--- src/rtl/top_simple_cpu.sv ---
`default_nettype none
// ============================================================================
// Module   : top_simple_cpu
// Brief    : Slice-based ALU execute stage (ADD/SHR/POPCNT/CMP), 1-cycle
//            registered outputs. Optional COUT port: TOP_SIMPLE_CPU_COUT_EN.
// Revision : 1.0 - initial release
// ============================================================================

module top_simple_cpu_slice #(
    parameter int S = 4
) (
    input  logic [S-1:0]           i_a,
    input  logic [S-1:0]           i_b,
    input  logic                   i_cin,
    input  logic                   i_shr_in,
    output logic [S-1:0]           o_sum,
    output logic                   o_cout,
    output logic [S-1:0]           o_shr,
    output logic [$clog2(S+1)-1:0] o_pop,
    output logic                   o_gt,
    output logic                   o_lt
);
    localparam int c_PW = $clog2(S + 1);

    logic [S:0] w_sum_ext;

    assign w_sum_ext = {1'b0, i_a} + {1'b0, i_b} + {{S{1'b0}}, i_cin};
    assign o_sum     = w_sum_ext[S-1:0];
    assign o_cout    = w_sum_ext[S];

    // The bit entering the slice MSB comes from the next-higher slice
    assign o_shr = {i_shr_in, i_a[S-1:1]};

    always_comb begin
        o_pop = '0;
        for (int k = 0; k < S; k++) begin
            o_pop = o_pop + c_PW'(i_a[k]);
        end
    end

    assign o_gt = (i_a > i_b);
    assign o_lt = (i_a < i_b);

endmodule

module top_simple_cpu #(
    parameter int S   = 4,
    parameter int N_A = 2
) (
    input  logic               clk,
    input  logic               rst_n,
    input  logic [S*N_A-1:0]   A,
    input  logic [S*N_A-1:0]   B,
    input  logic [2:0]         op,
`ifdef TOP_SIMPLE_CPU_COUT_EN
    output logic               COUT,
`endif
    output logic [S*N_A-1:0]   RESULT,
    output logic [1:0]         CMP
);
    localparam int c_W  = S * N_A;
    localparam int c_PW = $clog2(S + 1);
    localparam int c_CW = $clog2(c_W + 1);

    localparam logic [2:0] c_OP_ADD    = 3'b000;
    localparam logic [2:0] c_OP_SHR    = 3'b001;
    localparam logic [2:0] c_OP_POPCNT = 3'b010;
    localparam logic [2:0] c_OP_CMP    = 3'b011;

    logic [c_W-1:0]  w_add;
    logic [c_W-1:0]  w_shr;
    logic [c_CW-1:0] w_pop_total;
    logic            w_add_cout;
    logic            w_a_gt_b;
    logic            w_a_lt_b;

    logic [c_W-1:0]  w_result;
    logic [1:0]      w_cmp;
    logic            w_cout;

    logic [c_W-1:0]  r_result;
    logic [1:0]      r_cmp;

    genvar gi;
    generate
        for (gi = 0; gi < N_A; gi++) begin : g_slice
            logic            w_cin;
            logic            w_shr_in;
            logic            w_cout;
            logic [c_PW-1:0] w_pop;
            logic [c_CW-1:0] w_pop_acc;
            logic            w_gt;
            logic            w_lt;
            logic            w_gt_acc;
            logic            w_lt_acc;

            if (gi == 0) begin : g_first
                assign w_cin     = 1'b0;
                assign w_pop_acc = c_CW'(w_pop);
            end else begin : g_rest
                assign w_cin     = g_slice[gi-1].w_cout;
                assign w_pop_acc = g_slice[gi-1].w_pop_acc + c_CW'(w_pop);
            end

            // Compare resolves top-down: a higher unequal slice wins
            if (gi == N_A - 1) begin : g_top
                assign w_shr_in = 1'b0;
                assign w_gt_acc = w_gt;
                assign w_lt_acc = w_lt;
            end else begin : g_low
                assign w_shr_in = A[(gi+1)*S];
                assign w_gt_acc = (g_slice[gi+1].w_gt_acc | g_slice[gi+1].w_lt_acc)
                                  ? g_slice[gi+1].w_gt_acc : w_gt;
                assign w_lt_acc = (g_slice[gi+1].w_gt_acc | g_slice[gi+1].w_lt_acc)
                                  ? g_slice[gi+1].w_lt_acc : w_lt;
            end

            top_simple_cpu_slice #(
                .S (S)
            ) u_slice (
                .i_a      (A[gi*S +: S]),
                .i_b      (B[gi*S +: S]),
                .i_cin    (w_cin),
                .i_shr_in (w_shr_in),
                .o_sum    (w_add[gi*S +: S]),
                .o_cout   (w_cout),
                .o_shr    (w_shr[gi*S +: S]),
                .o_pop    (w_pop),
                .o_gt     (w_gt),
                .o_lt     (w_lt)
            );
        end
    endgenerate

    assign w_add_cout  = g_slice[N_A-1].w_cout;
    assign w_pop_total = g_slice[N_A-1].w_pop_acc;
    assign w_a_gt_b    = g_slice[0].w_gt_acc;
    assign w_a_lt_b    = g_slice[0].w_lt_acc;

    always_comb begin
        w_result = '0;
        w_cmp    = 2'b00;
        w_cout   = 1'b0;
        case (op)
            c_OP_ADD: begin
                w_result = w_add;
                w_cout   = w_add_cout;
            end
            c_OP_SHR: begin
                w_result = w_shr;
                w_cout   = A[0];
            end
            c_OP_POPCNT: begin
                w_result = c_W'(w_pop_total);
            end
            c_OP_CMP: begin
                if (w_a_gt_b) begin
                    w_cmp = 2'b01;
                end else if (w_a_lt_b) begin
                    w_cmp = 2'b10;
                end
            end
            default: begin
                w_result = '0;
            end
        endcase
    end

    always_ff @(posedge clk) begin
        if (!rst_n) begin
            r_result <= '0;
            r_cmp    <= 2'b00;
        end else begin
            r_result <= w_result;
            r_cmp    <= w_cmp;
        end
    end

    assign RESULT = r_result;
    assign CMP    = r_cmp;

`ifdef TOP_SIMPLE_CPU_COUT_EN
    logic r_cout;

    always_ff @(posedge clk) begin
        if (!rst_n) begin
            r_cout <= 1'b0;
        end else begin
            r_cout <= w_cout;
        end
    end

    assign COUT = r_cout;
`else
    logic w_unused_cout;
    assign w_unused_cout = w_cout;
`endif

endmodule

`default_nettype wire

--- config.mk ---
export PLATFORM = sky130hd
export DESIGN_NAME = top_simple_cpu
export DESIGN_NICKNAME = d
export VERILOG_FILES = /design/src/rtl/top_simple_cpu.sv
export SDC_FILE = /design/constraint.sdc
export NUM_CORES = 1
export LEC_CHECK = 0
export BUFFER_PORTS_ARGS = -buffer_cell sky130_fd_sc_hd__clkbuf_2
export CORE_MARGIN = 4
export CORE_UTILIZATION = 45
export DETAILED_ROUTE_END_ITERATION = 6
export MAX_ROUTING_LAYER = met4
export PLACE_DENSITY = 0.71
export SETUP_SLACK_MARGIN = 0.1
export SYNTH_ARGS = -nofsm -noshare
export SYNTH_HDL_FRONTEND = slang
export SYNTH_SLANG_ARGS = --single-unit
--- constraint.sdc ---
create_clock -name clk -period 4.4 [get_ports clk]
set_input_delay 0.88 -clock clk [delete_from_list [all_inputs] [get_ports clk]]
set_output_delay 0.88 -clock clk [all_outputs]
set_load 0.05 [all_outputs]
* Yosys cells after proc, flatten, opt, wreduce, memory -nomap -nowiden
Cells that the tools add are included.
** Operators by class
- Add/subtract/negate cells :: 10
- Equal/unequal tests :: 3
- Bitwise logic cells :: 3
- Mux-type cells :: 5
- $lt $le $gt $ge :: 4
- Reduce and logical (&&, ||, !) cells :: 3
** Operator list (number)
- case mux 8 bit (3 select lines) :: 1
- adder 3 x 1 -> 3 bit :: 4
- greater-than comparator 4 bit :: 2
- less-than comparator 4 bit :: 2
- == test 3 x 2 -> 1 bit, second input constant :: 2
- adder 4 x 4 -> 5 bit :: 1
- adder 1 x 1 -> 2 bit :: 2
- adder 3 x 3 -> 4 bit :: 1
- adder 4 x 1 -> 4 bit :: 1
- adder 4 bit :: 1
- == test 3 x 1 -> 1 bit, second input constant :: 1
- logical NOT 3 bit :: 1
- 2-to-1 mux 1 bit :: 3
- OR reduction 3 bit :: 1
- 2-to-1 mux 2 bit :: 1
- inverter 1 bit :: 2
- AND reduction 2 bit :: 1
- bitwise OR 1 bit :: 1
** Word-level totals
- Bits in registers :: 10
- Logic and storage cells :: 31

* Logic depth before layout (Yosys ltp)
- Depth in word-level cells :: 5
- Gate-level depth with buffers :: 12
- Gate-level depth less buffers :: 12

* By module
Synthesis repeated with hierarchy kept, for this count alone.
** Unflattened totals
- Cell total of the unflattened synthesis :: 136
- Area total of the unflattened synthesis :: 1187.4 um2
** Modules (own cells, without submodules)
- top_simple_cpu_slice :: area an instance 336.6 um2, cells each 41, seq. area each 0.0 um2, times used 2
- top_simple_cpu :: area an instance 514.2 um2, cells each 54, seq. area each 200.2 um2, times used 1

* Least setup slack after synthesis
No wires, ideal clock.
- Path kind :: input-to-reg
- Start :: input port A[0]
- End :: register r_result[6], in the netlist RESULT[6]
- Stages :: 12
- Arrival :: 2.870 ns
- Path slack :: 1.415 ns
- Required time :: 4.286 ns
- Setup time :: 0.114 ns
- Cells stage by stage :: ha_1 -> inv_1 -> fa_1 -> nor2_1 -> nor2_1 -> nor2_1 -> nor2_1 -> fa_1 -> fa_1 -> xor2_1 -> nor2_1 -> a2111oi_0
** On the way
- Longest elaborated chain between the ends :: 3
** RTL lines
- from (decl) :: RTL line 52 : input logic [S*N_A-1:0] A,
- adder 4 x 4 -> 5 bit :: RTL line 27 : assign w_sum_ext = {1'b0, i_a} + {1'b0, i_b} + {{S{1'b0}}, i_cin};
- adder 4 x 1 -> 4 bit :: RTL line 27
- case mux 8 bit (3 select lines) :: RTL line 144 : case (op)
- to (signal assigned) :: RTL line 174 : r_result <= w_result;
- to (decl) :: RTL line 81 : logic [c_W-1:0] r_result;
No other way between the ends.
A chain may end at the register's enable or synchronous reset.

* Worst setup path in the final report
Ends and elaborated chain as after synthesis.

==> impl_metrics.toml <==
[final_layout]
fraction_of_final_layout_cells_sized_beyond_drive_strength_1_pct = 22.1
finish.net_count = 199
n_fill_cell = 203
finalNonFillerCells = 176
post-route-util_pct = 58.9
area_growth_pct = 18.7
insertedDiodeCount = 0

[pwr]
fraction_of_power_consumed_by_the_clock_network_pct = 20.8
power.density_mw_per_mm2 = 229
p_seq_share_pct = 34.2
p_int_uw = 177
p_sw_share_pct = 36.6
maximum_resistive_drop_on_vdd_mv = 0.110
power.leakage_uw = 0.000671
share_comb_of_total_power_pct = 45.0
switchingPower_uw = 102

[logic_synthesis]
netlist-cell-type-count = 24
synth_top_area_share_pct = 25.7
syn_std_cell_area_sq_mm = 0.00102
synth-async-reset-ratio_pct = 0
synth_edf_count = 0
synthFlopType = "dfxtp_1"
synth_warnings = 0
synth_area_leaders = "ha_1, dfxtp_1, fa_1"
synthTopCellsByCount = "ha_1, inv_1, nor2_1"
post_synth_inst_count = 119
dominant_cell_type_by_area_after_synthesis = "ha_1"
net_count_after_synthesis = 167
synth_area_per_cell_sq_um = 8.59
postSynthRegisterBits = 10
synth-seq-area-share_pct = 19.6

[floorplanning]
standard_cell_row_count = 16
core_region_area_sq_mm = 0.00206
die_width_um = 55.7
pin_count = 31
start_util_pct = 49.6
floorplan.die.height_um = 55.7
die_area_sq_mm = 0.00310

[global_routing]
grt_busiest_layer = "met2"
grt_antenna_before_repair = 0
largest_net_degree_at_the_start_of_global_routing = 15
grt.total_usage_pct = 15.8
gr-usage-met1_pct = 19.8
grt_first_pass_wirelength_mm = 3.88
number_of_global_route_vias_before_repair = 904
grt.met2_usage_pct = 24.3
grt.overflow.total = 0
grtUsageMet3_pct = 3.02

[status]
run_status = "finished clean"

[clocking]
post_cts.resized_instances = 0
cts_tree = "done"
clk_pin_slew_worst_paths_ns = 0.06
cts_post_setup_buffers_inserted = 0
htree_levels = 1
ctsRootBufferMaster = "clkbuf_4"
clockBufferDepth = 2
hold_buffers = 0
cts-buffers-inserted = 3
clock_sink_count = 10

[critical_path]
critical_path_peak_fanout = 3
classification_of_the_worst_setup_path = "in -> reg"
worstSetupEndpointType = "flip-flop"
cpPeakStageDelay_ns = 0.40
cp.buffers_inverters = 2
critical_path.startpoint_type = "input port"
cp_common_cell = "nor2_1"
critical_path_required_ns = 4.53
critical-path-top-delay-family = "adder cells"
arrival_ns = 3.18
crit_slowest_cell = "fa_1"
timing.critical_path.cells = "clkbuf_2 > ha_1 > inv_1 > fa_1 > nor2_1 > nor2_1 > nor2_1 > nor2_1 > fa_1 > fa_1 > xor2_1 > nor2_1 > a2111oi_0"

[routing]
detailroute.via_count = 887
wirelength_mm = 2.14
detail-route-antenna-nets = 0
detail_route.wl_per_cell_um = 12.2
post_drt_via_cell_ratio = 5.04
drt-pass1-iter-count = 4
drcViolationCount = 0
detailed_route_iter0_violations = 11

[sta]
maxSlewViolCount = 0
max_slew_margin_pct = 75.0
setup_viol = 0
timing_limited_maximum_frequency_mhz = 328
finalWorstPathRequiredPeriod_ns = 3.05
timing.final.hold_violations = 0
fin_setup_tns_ns = 0
period_share_pct = 69.3
grt_setup_unrepaired = "no"
timing_worst_slew_pin_value_ns = 0.366

[place]
dpl.cell_count = 173
count_of_input_and_output_buffers = 30
placer_congestion_estimate = 0.818
hpwl_mm = 1.90

[hold_path]
min_path_type = "in -> reg"

[job]
timing.max_cap.violations = 0
-- cells by family after synthesis --
| group | Yosys count | share of synthesized area (%) |
|---|---|---|
| compound gates | 19 | 12.6 |
| xor+xnor | 5 | 4.28 |
| fa+ha+maj | 27 | 37.5 |
| buf+inv | 24 | 9.18 |
| flops | 10 | 19.6 |
| simple gates | 34 | 16.9 |
-- state kept, by name, summed over array words and instances (netlist names) --
register / cells
RESULT: 8
CMP: 2
-- final timing paths --
check | from | endpoint | slack [ns] | cells past startpoint
max | A[0] | RESULT[6] | 1.35 | 13
min | A[7] | RESULT[6] | 0.96 | 3
-- layout by cell type, fill, tap and decap left out, types with 5 or more instances in the layout --
cell type	instances
ha_1	21
nor2b_1	7
nor3_1	7
clkbuf_2	30
nor2_1	11
dfxtp_1	10
fa_1	6
xor2_1	5
inv_1	21
a21oi_1	8
-- tightest hold or removal path, cell delays in order --
cell and delay, ns:
clkbuf_2 0.09, inv_1 0.09, a2111oi_0 0.10
-- cell type report --
cell class / count / area, sq um / share of cell area, %
inverters: 21 / 78.8 / 6.49
well taps: 27 / 33.8 / 2.78
multi-input cells: 85 / 728 / 60.0
repair buffers: 30 / 150 / 12.4
clock buffers: 3 / 22.5 / 1.86
flip-flops and latches: 10 / 200 / 16.5
-- through the flow --
stage / power, uW / cell area (sq um) / worst slack [ns] / hold WS [ns]
finish: 278 / 1210 / 1.35 / 0.956
global route: 302 / 1210 / 1.04 / 0.987
CTS: 282 / 1210 / 1.34 / 0.950
detailed placement: 223 / 1190 / 1.07 / 1.22
global placement: 219 / 1190 / 1.19 / 1.22
floorplan: 187 / 1020 / 1.42 / 1.02
-- per-layer routing --
layer	routed length [um]	vias up
met5	0	-
met4	51	0
met3	133	5
met2	976	31
met1	981	395
li1	-	456
-- power by group through the flow --
stage / combinational, uW / sequential (uW) / clock [uW]
CTS: 126 / 95.3 / 60.5
finish: 125 / 95.3 / 57.8
detailed placement: 126 / 97.3 / 0
global route: 144 / 95.7 / 62.0
floorplan: 75.7 / 111 / 0
global placement: 122 / 97.2 / 0
Note: power is estimated with default switching activity, not from simulation.
